### config.mk
export PLATFORM = sky130hd
export DESIGN_NAME = nes_pad_reader_flat
export DESIGN_NICKNAME = d
export VERILOG_FILES = /design/src/rtl/nes_pad_reader_if.sv /design/src/rtl/nes_pad_reader.sv /design/src/flat_wrapper.sv
export SDC_FILE = /design/constraint.sdc
export NUM_CORES = 1
export LEC_CHECK = 0
export CAP_MARGIN = 20
export CORE_AREA = 8 8 81 76
export CTS_CLUSTER_SIZE = 40
export DETAILED_ROUTE_END_ITERATION = 10
export DIE_AREA = 0 0 89 84
export GPL_ROUTABILITY_DRIVEN = 1
export PLACE_DENSITY = 0.7
export SLEW_MARGIN = 20
export SYNTH_ARGS = -nofsm -noshare
export SYNTH_HDL_FRONTEND = slang
export SYNTH_SLANG_ARGS = --single-unit
export TNS_END_PERCENT = 10
### constraint.sdc
create_clock -name clk -period 2.8 [get_ports clk]
set_input_delay 0.56 -clock clk [delete_from_list [all_inputs] [get_ports clk]]
set_output_delay 0.56 -clock clk [all_outputs]
set_load 0.1 [all_outputs]
### src/rtl/nes_pad_reader_if.sv
// Host and pad-pin signals of the NES/SNES pad reader.
// master drives start and nesd; slave is the reader itself.
interface nes_pad_reader_if;
    logic        start;
    logic        nesd;
    logic        nesc;
    logic        nesl;
    logic        busy;
    logic        done;
    logic [15:0] q;

    modport master (
        output start,
        output nesd,
        input  nesc,
        input  nesl,
        input  busy,
        input  done,
        input  q
    );

    modport slave (
        input  start,
        input  nesd,
        output nesc,
        output nesl,
        output busy,
        output done,
        output q
    );
endinterface

### src/rtl/nes_pad_reader.sv
// Purpose: latch and clock 16 buttons out of an (S)NES pad, publish them on q.
// Latency: start at edge N -> busy from N+1, done/new q 34*HALF_PERIOD cycles later.
// Backpressure: none; start is dropped unless idle, no request is queued.
module nes_pad_reader #(
    parameter int HALF_PERIOD = 150
) (
    input  logic              clk,
    input  logic              reset,
    nes_pad_reader_if.slave   pad
);

    localparam int PW = (2 * HALF_PERIOD > 2) ? $clog2(2 * HALF_PERIOD) : 1;
    localparam logic [PW-1:0] HALF_LAST  = PW'(HALF_PERIOD - 1);
    localparam logic [PW-1:0] LATCH_LAST = PW'(2 * HALF_PERIOD - 1);

    typedef enum logic [2:0] {
        IDLE,
        LATCH,
        CLK_LOW,
        CLK_HIGH,
        DONE
    } state_t;

    state_t        state;
    state_t        state_nxt;
    logic [PW-1:0] phase;
    logic [3:0]    bit_idx;
    logic [15:0]   shift;
    logic [1:0]    nesd_sync;
    logic [15:0]   q_r;
    logic          nesc_r;
    logic          nesl_r;
    logic          busy_r;
    logic          done_r;
    logic          nesc_nxt;
    logic          nesl_nxt;
    logic          busy_nxt;
    logic          done_nxt;
    logic          half_end;

    assign half_end = (phase == HALF_LAST);

    always_comb begin
        state_nxt = state;
        case (state)
            IDLE:     if (pad.start)             state_nxt = LATCH;
            LATCH:    if (phase == LATCH_LAST)   state_nxt = CLK_LOW;
            CLK_LOW:  if (half_end)              state_nxt = CLK_HIGH;
            CLK_HIGH: if (half_end)              state_nxt = (bit_idx == 4'd15) ? DONE : CLK_LOW;
            DONE:                                state_nxt = IDLE;
            default:                             state_nxt = IDLE;
        endcase
    end

    // Pin and status flops are loaded from the next state so they line up with it.
    always_comb begin
        nesc_nxt = 1'b1;
        nesl_nxt = 1'b0;
        busy_nxt = 1'b0;
        done_nxt = 1'b0;
        case (state_nxt)
            LATCH: begin
                nesl_nxt = 1'b1;
                busy_nxt = 1'b1;
            end
            CLK_LOW: begin
                nesc_nxt = 1'b0;
                busy_nxt = 1'b1;
            end
            CLK_HIGH: busy_nxt = 1'b1;
            DONE:     done_nxt = 1'b1;
            default: ;
        endcase
    end

    always_ff @(posedge clk) begin
        if (reset) begin
            state     <= IDLE;
            phase     <= '0;
            bit_idx   <= 4'd0;
            shift     <= 16'd0;
            nesd_sync <= 2'b11;
            q_r       <= 16'd0;
            nesc_r    <= 1'b1;
            nesl_r    <= 1'b0;
            busy_r    <= 1'b0;
            done_r    <= 1'b0;
        end else begin
            state     <= state_nxt;
            nesd_sync <= {nesd_sync[0], pad.nesd};

            if (state_nxt != state || state == IDLE || state == DONE)
                phase <= '0;
            else
                phase <= phase + 1'b1;

            // Pad data is active-low; capture on the final cycle of the low half.
            if (state == CLK_LOW && half_end)
                shift[bit_idx] <= ~nesd_sync[1];

            if (state == LATCH)
                bit_idx <= 4'd0;
            else if (state == CLK_HIGH && half_end && bit_idx != 4'd15)
                bit_idx <= bit_idx + 4'd1;

            if (state_nxt == DONE)
                q_r <= shift;

            nesc_r <= nesc_nxt;
            nesl_r <= nesl_nxt;
            busy_r <= busy_nxt;
            done_r <= done_nxt;
        end
    end

    assign pad.nesc = nesc_r;
    assign pad.nesl = nesl_r;
    assign pad.busy = busy_r;
    assign pad.done = done_r;
    assign pad.q    = q_r;

endmodule

### src/flat_wrapper.sv
// flat-port wrapper written by rule: the top's interface ports become plain ports
module nes_pad_reader_flat 
#(
    parameter int HALF_PERIOD = 150
)
  (clk, reset, pad_start, pad_nesd, pad_nesc, pad_nesl, pad_busy, pad_done, pad_q);
  nes_pad_reader_if pad_i ();
  input  logic clk;
  input  logic reset;
  input wire logic [$bits(pad_i.start)-1:0] pad_start;
  input wire logic [$bits(pad_i.nesd)-1:0] pad_nesd;
  output wire logic [$bits(pad_i.nesc)-1:0] pad_nesc;
  output wire logic [$bits(pad_i.nesl)-1:0] pad_nesl;
  output wire logic [$bits(pad_i.busy)-1:0] pad_busy;
  output wire logic [$bits(pad_i.done)-1:0] pad_done;
  output wire logic [$bits(pad_i.q)-1:0] pad_q;
  assign pad_i.start = pad_start;
  assign pad_i.nesd = pad_nesd;
  assign pad_nesc = pad_i.nesc;
  assign pad_nesl = pad_i.nesl;
  assign pad_busy = pad_i.busy;
  assign pad_done = pad_i.done;
  assign pad_q = pad_i.q;
  nes_pad_reader #(.HALF_PERIOD(HALF_PERIOD)) u_core (.clk(clk), .reset(reset), .pad(pad_i));
endmodule
# Word-level counts from Yosys, hierarchy flattened

Index checks and enable logic that the tools add are counted.

Muxes and demuxes: 13
Bitwise logic cells: 1
Magnitude comparators: 2
Equal/unequal tests: 13
Reduce and logical (&&, ||, !) cells: 10
Add/sub/neg operators: 2

Operators by type and width:

| operator                                                               | count |
|---|---|
| 16-bit bitwise mux                                                     | 1 |
| 3-bit two-way mux                                                      | 5 |
| 3-bit by 2-bit == test with 1-bit output (second input constant)       | 4 |
| 3-bit case mux with 4 select lines                                     | 1 |
| 9-bit by 1-bit adder with 9-bit output (second input constant)         | 1 |
| 9-bit by 8-bit == test with 1-bit output (second input constant)       | 1 |
| 9-bit == test (second input constant)                                  | 1 |
| 3-bit by 1-bit == test with 1-bit output (second input constant)       | 2 |
| 3-bit == test (second input constant)                                  | 2 |
| 4-bit by 5-bit < comparator with 1-bit output (second input constant)  | 1 |
| 1-bit two-way mux                                                      | 5 |
| 4-bit by 1-bit adder with 4-bit output (second input constant)         | 1 |
| 1-bit demux with 4-bit select                                          | 1 |
| 4-bit == test (second input constant)                                  | 1 |
| 4-bit by 1-bit >= comparator with 1-bit output (second input constant) | 1 |
| 1-bit logical AND                                                      | 4 |
| 4-bit != test (second input constant)                                  | 1 |
| 2-bit OR reduction                                                     | 2 |
| 3-bit zero test                                                        | 1 |
| 3-bit != test                                                          | 1 |
| 3-bit OR reduction                                                     | 1 |
| 1-bit logical OR                                                       | 2 |
| 1-bit inverter                                                         | 1 |

Register bits: 54
Logic and storage cells: 51

# Longest topological paths before layout

Word-level depth: 8
Depth in mapped cells: 8
Gate-level depth less buffers: 6

# Worst setup path after synthesis

Ideal clock, no wire load.

Path kind: flip-flop to flip-flop
Start: register u_core.bit_idx[0]
End: register u_core.q_r[0] (netlist: u_core.pad.q[0])
Setup slack: 0.799 ns
Arrival time: 1.869 ns
Period minus slack after synthesis: 2.001 ns
Cell stages (with the launch flop): 8
Cells stage by stage: dfxtp_1 ha_1 nand4_1 or4_1 clkbuf_1 buf_2 nand2_1 a21oi_1

Cells in the longest elaborated chain, start to end: 5

Ends and longest elaborated chain:

| what                               | line                  | source |
|---|---|---|
| from (decl)                        | nes_pad_reader.sv:27  | `logic [3:0] bit_idx;` |
| from (signal assigned)             | nes_pad_reader.sv:104 | `bit_idx <= bit_idx + 4'd1;` |
| 4-bit == test                      | nes_pad_reader.sv:49  | `CLK_HIGH: if (half_end) state_nxt = (bit_idx == 4'd15) ? DONE : CLK_LOW;` |
| 3-bit two-way mux (2 in a row)     | nes_pad_reader.sv:49  |  |
| 3-bit case mux with 4 select lines | nes_pad_reader.sv:45  | `case (state)` |
| 3-bit == test                      | nes_pad_reader.sv:106 | `if (state_nxt == DONE)` |
| to (signal assigned)               | nes_pad_reader.sv:107 | `q_r <= shift;` |
| to (decl)                          | nes_pad_reader.sv:30  | `logic [15:0] q_r;` |

No other way between the ends.
A chain may end at the register's enable or synchronous reset.

# Worst setup path in the final report

Same ends and word-level chain as after synthesis.

==> metrics <==
die area 0.00748 sq mm; # IOs 24; final hold violation count 0; post_cts resized 0; Tightest Pin Transition roughly 0.55 ns; sequential share of the synthesized area ~47%; routed len/inst ~14 um; DP Cell Count 332; DR WL met2 2.00 mm; Tcrit/Tclk final 80.5%; Worst Setup SP u_core.bit_idx[0]$_SDFFE_PP0P_; number of global-route vias before repair around 1600; commonest non-fill, non-tap cell in the layout dfxtp_1; clk sinks 54; sum of negative setup slack 0 ns; Synth Register Bits 54; Clock Skew 0.0105 ns; YS warnings 0; gr usage total 13.2%; Synth Net Count 265; first-pass GRT wire length 7.82 mm; top layer in use met4; Root Buffer clkbuf_8; RSZ-0062 raised after global routing no; share of cells above drive strength 1 16.4%; Vias 1814; DR vias/cell 5.34; start of the worst register-to-register path u_core.bit_idx[0]$_SDFFE_PP0P_; Initial DRC Count 152; critical path type reg2reg; CP endpoint kind flop; Power Density around 490 mW/mm^2; DR DRC count 0; Pleak 0.955 nW; Clk pin slew, worst setup/hold paths 0.10 ns; GP Congestion 0.751; Yosys top cell area share 46.5%; status completed; Mapped Avg Cell Area just over 9 sq um; CTS tree yes; PortBufs 23; Overflow after GRT 0; Cell Count, Final, Fillers Out 340; Area Overhead vs Synth 13.9%; max-cap viol count 0; Yosys top cell by area dfxtp_1; Clock Latency Late Sink 0.31 ns; Die X approximately 89 um; Finish-stage setup viols 0; Arrival @ worst endpoint between 2 and 2.5 ns; Slew HR 62.7%; type of origin of the critical path flop; antenna violations before repair 0; ys flop type dfxtp_1; Post-synth ARST share 0%; Setup WS pre-CTS about 0.51 ns; R2R Setup Slk 0.55 ns; count of different cell masters after synthesis 44; worst-path maximum fanout 16; placed inst area 0.00255 sq mm; die height 84 um; min-delay worst type reg2reg; clk buf depth 2; met1 WL 2.44 mm; H-tree depth 2; Starting Density about half; met3 wire len between 150 and 200 um; CP required 2.98 ns; Final Critical Period 2.25 ns; core area 0.00474 sq mm; Syn Inst Count approximately 260; Peak VDD IR roughly 310 uV; post-CTS setup buffer count 0; EDFF count, synth 0; Final WS setup about 0.55 ns; Nets 284; n_diodes 0; total power ~1.3 mW; Achievable Freq 444 MHz; Worst Min Path Start u_core.nesd_sync[0]$_SDFF_PP1_; FP Rows 24; Final Slew Violations 0; top cells by area, synth dfxtp_1 47%, a21oi_1 6.5%, nand2_1 6.3%, a311oi_1 4.5%, ha_1 3.2%; Hold Buf Count CTS 0; design area approximately 0.0026 sq mm; post-DP HPWL 3.21 mm; Total Routed Length 4.66 mm; largest net degree at the start of global routing 40; synthesized cell area 0.00232 sq mm; most frequent cells in the layout 54 x dfxtp_1, 39 x nand2_1, 30 x a21oi_1; Num CTS Buffers 5; final antenna-violating net count 0; 1st-pass router iterations 4
-- Yosys cell counts, types with 3 or more instances --
master,instances
dfxtp_1,54
a21oi_1,30
mux2i_1,4
a311oi_1,12
nand3_1,9
nand2_1,39
nor3b_1,3
nand4_1,3
nor2b_1,6
xor2_1,6
o21ai_0,3
inv_1,4
and3_1,3
nor4_4,3
or2_2,3
a31oi_1,5
nand2b_1,7
clkbuf_1,11
ha_1,6
nor2_1,13
-- worst max-delay path: stages, from the launching register on --
cell and delay [ns]:
dfxtp_1 0.43, ha_1 0.25, nand4_1 0.32, or4_1 0.90
nand2_1 0.16, a21oi_1 0.07
-- flip-flops by register name (all words and copies together), names as in the netlist --
signal / cells
u_core.nesd_sync: 2
u_core.bit_idx: 4
u_core.phase: 9
u_core.pad.busy: 1
u_core.shift: 16
u_core.state: 3
u_core.pad.nesc: 1
u_core.pad.done: 1
u_core.pad.nesl: 1
u_core.pad.q: 16
-- metal layers --
layer  up-vias  GRT usage (%)
met1       839           18.8
met3         2           4.53
met4         0           3.78
met2        28           17.9
met5         -              0
li1        945              -
-- cell families after synthesis --
family	after synthesis	share of synthesized area [%]
DFF	54	46.5
xor gates and xnor gates	8	3.02
and+or+nand+nor	105	25.6
adders and majority gates	6	3.23
AOI/OAI and AO/OA	58	16.2
muxes	4	1.72
buffers and inverters	20	3.66
-- power by group --
part,internal (mW),switching [mW],leakage [nW]
clock,0.181,0.272,0.0447
sequential,0.774,0.00496,0.436
combinational,0.0197,0.0452,0.474
total,0.975,0.322,0.955
-- layout make-up --
| type | count | area (sq um) |
|---|---|---|
| Fill cell | 440 | 2100 |
| Multi-Input combinational cell | 181 | 1160 |
| Inverter | 4 | 15.0 |
| Sequential cell | 54 | 1080 |
| Clock buffer | 5 | 68.8 |
| Clock inverter | 3 | 25.0 |
| Timing Repair Buffer | 28 | 218 |
| Tap cell | 65 | 81.3 |
-- stage by stage --
| step | utilization (%) | hold WS, ns |
|---|---|---|
| after floorplan | - | 0.389 |
| final | 55.8 | 0.416 |
| after CTS | 55.8 | 0.417 |
| after detailed placement | 53.8 | 0.394 |
| after global placement | 53.8 | 0.393 |
| after global routing | 55.8 | 0.447 |
-- worst paths after layout --
path	endpoint	depth (start not counted)
setup / recovery	u_core.pad.q[0]$_SDFFE_PP0P_	5
hold / removal	u_core.nesd_sync[1]$_SDFF_PP1_	1
setup reg to reg	u_core.pad.q[0]$_SDFFE_PP0P_	5
hold reg to reg	u_core.nesd_sync[1]$_SDFF_PP1_	1
Power figures use the tool's default switching activity.
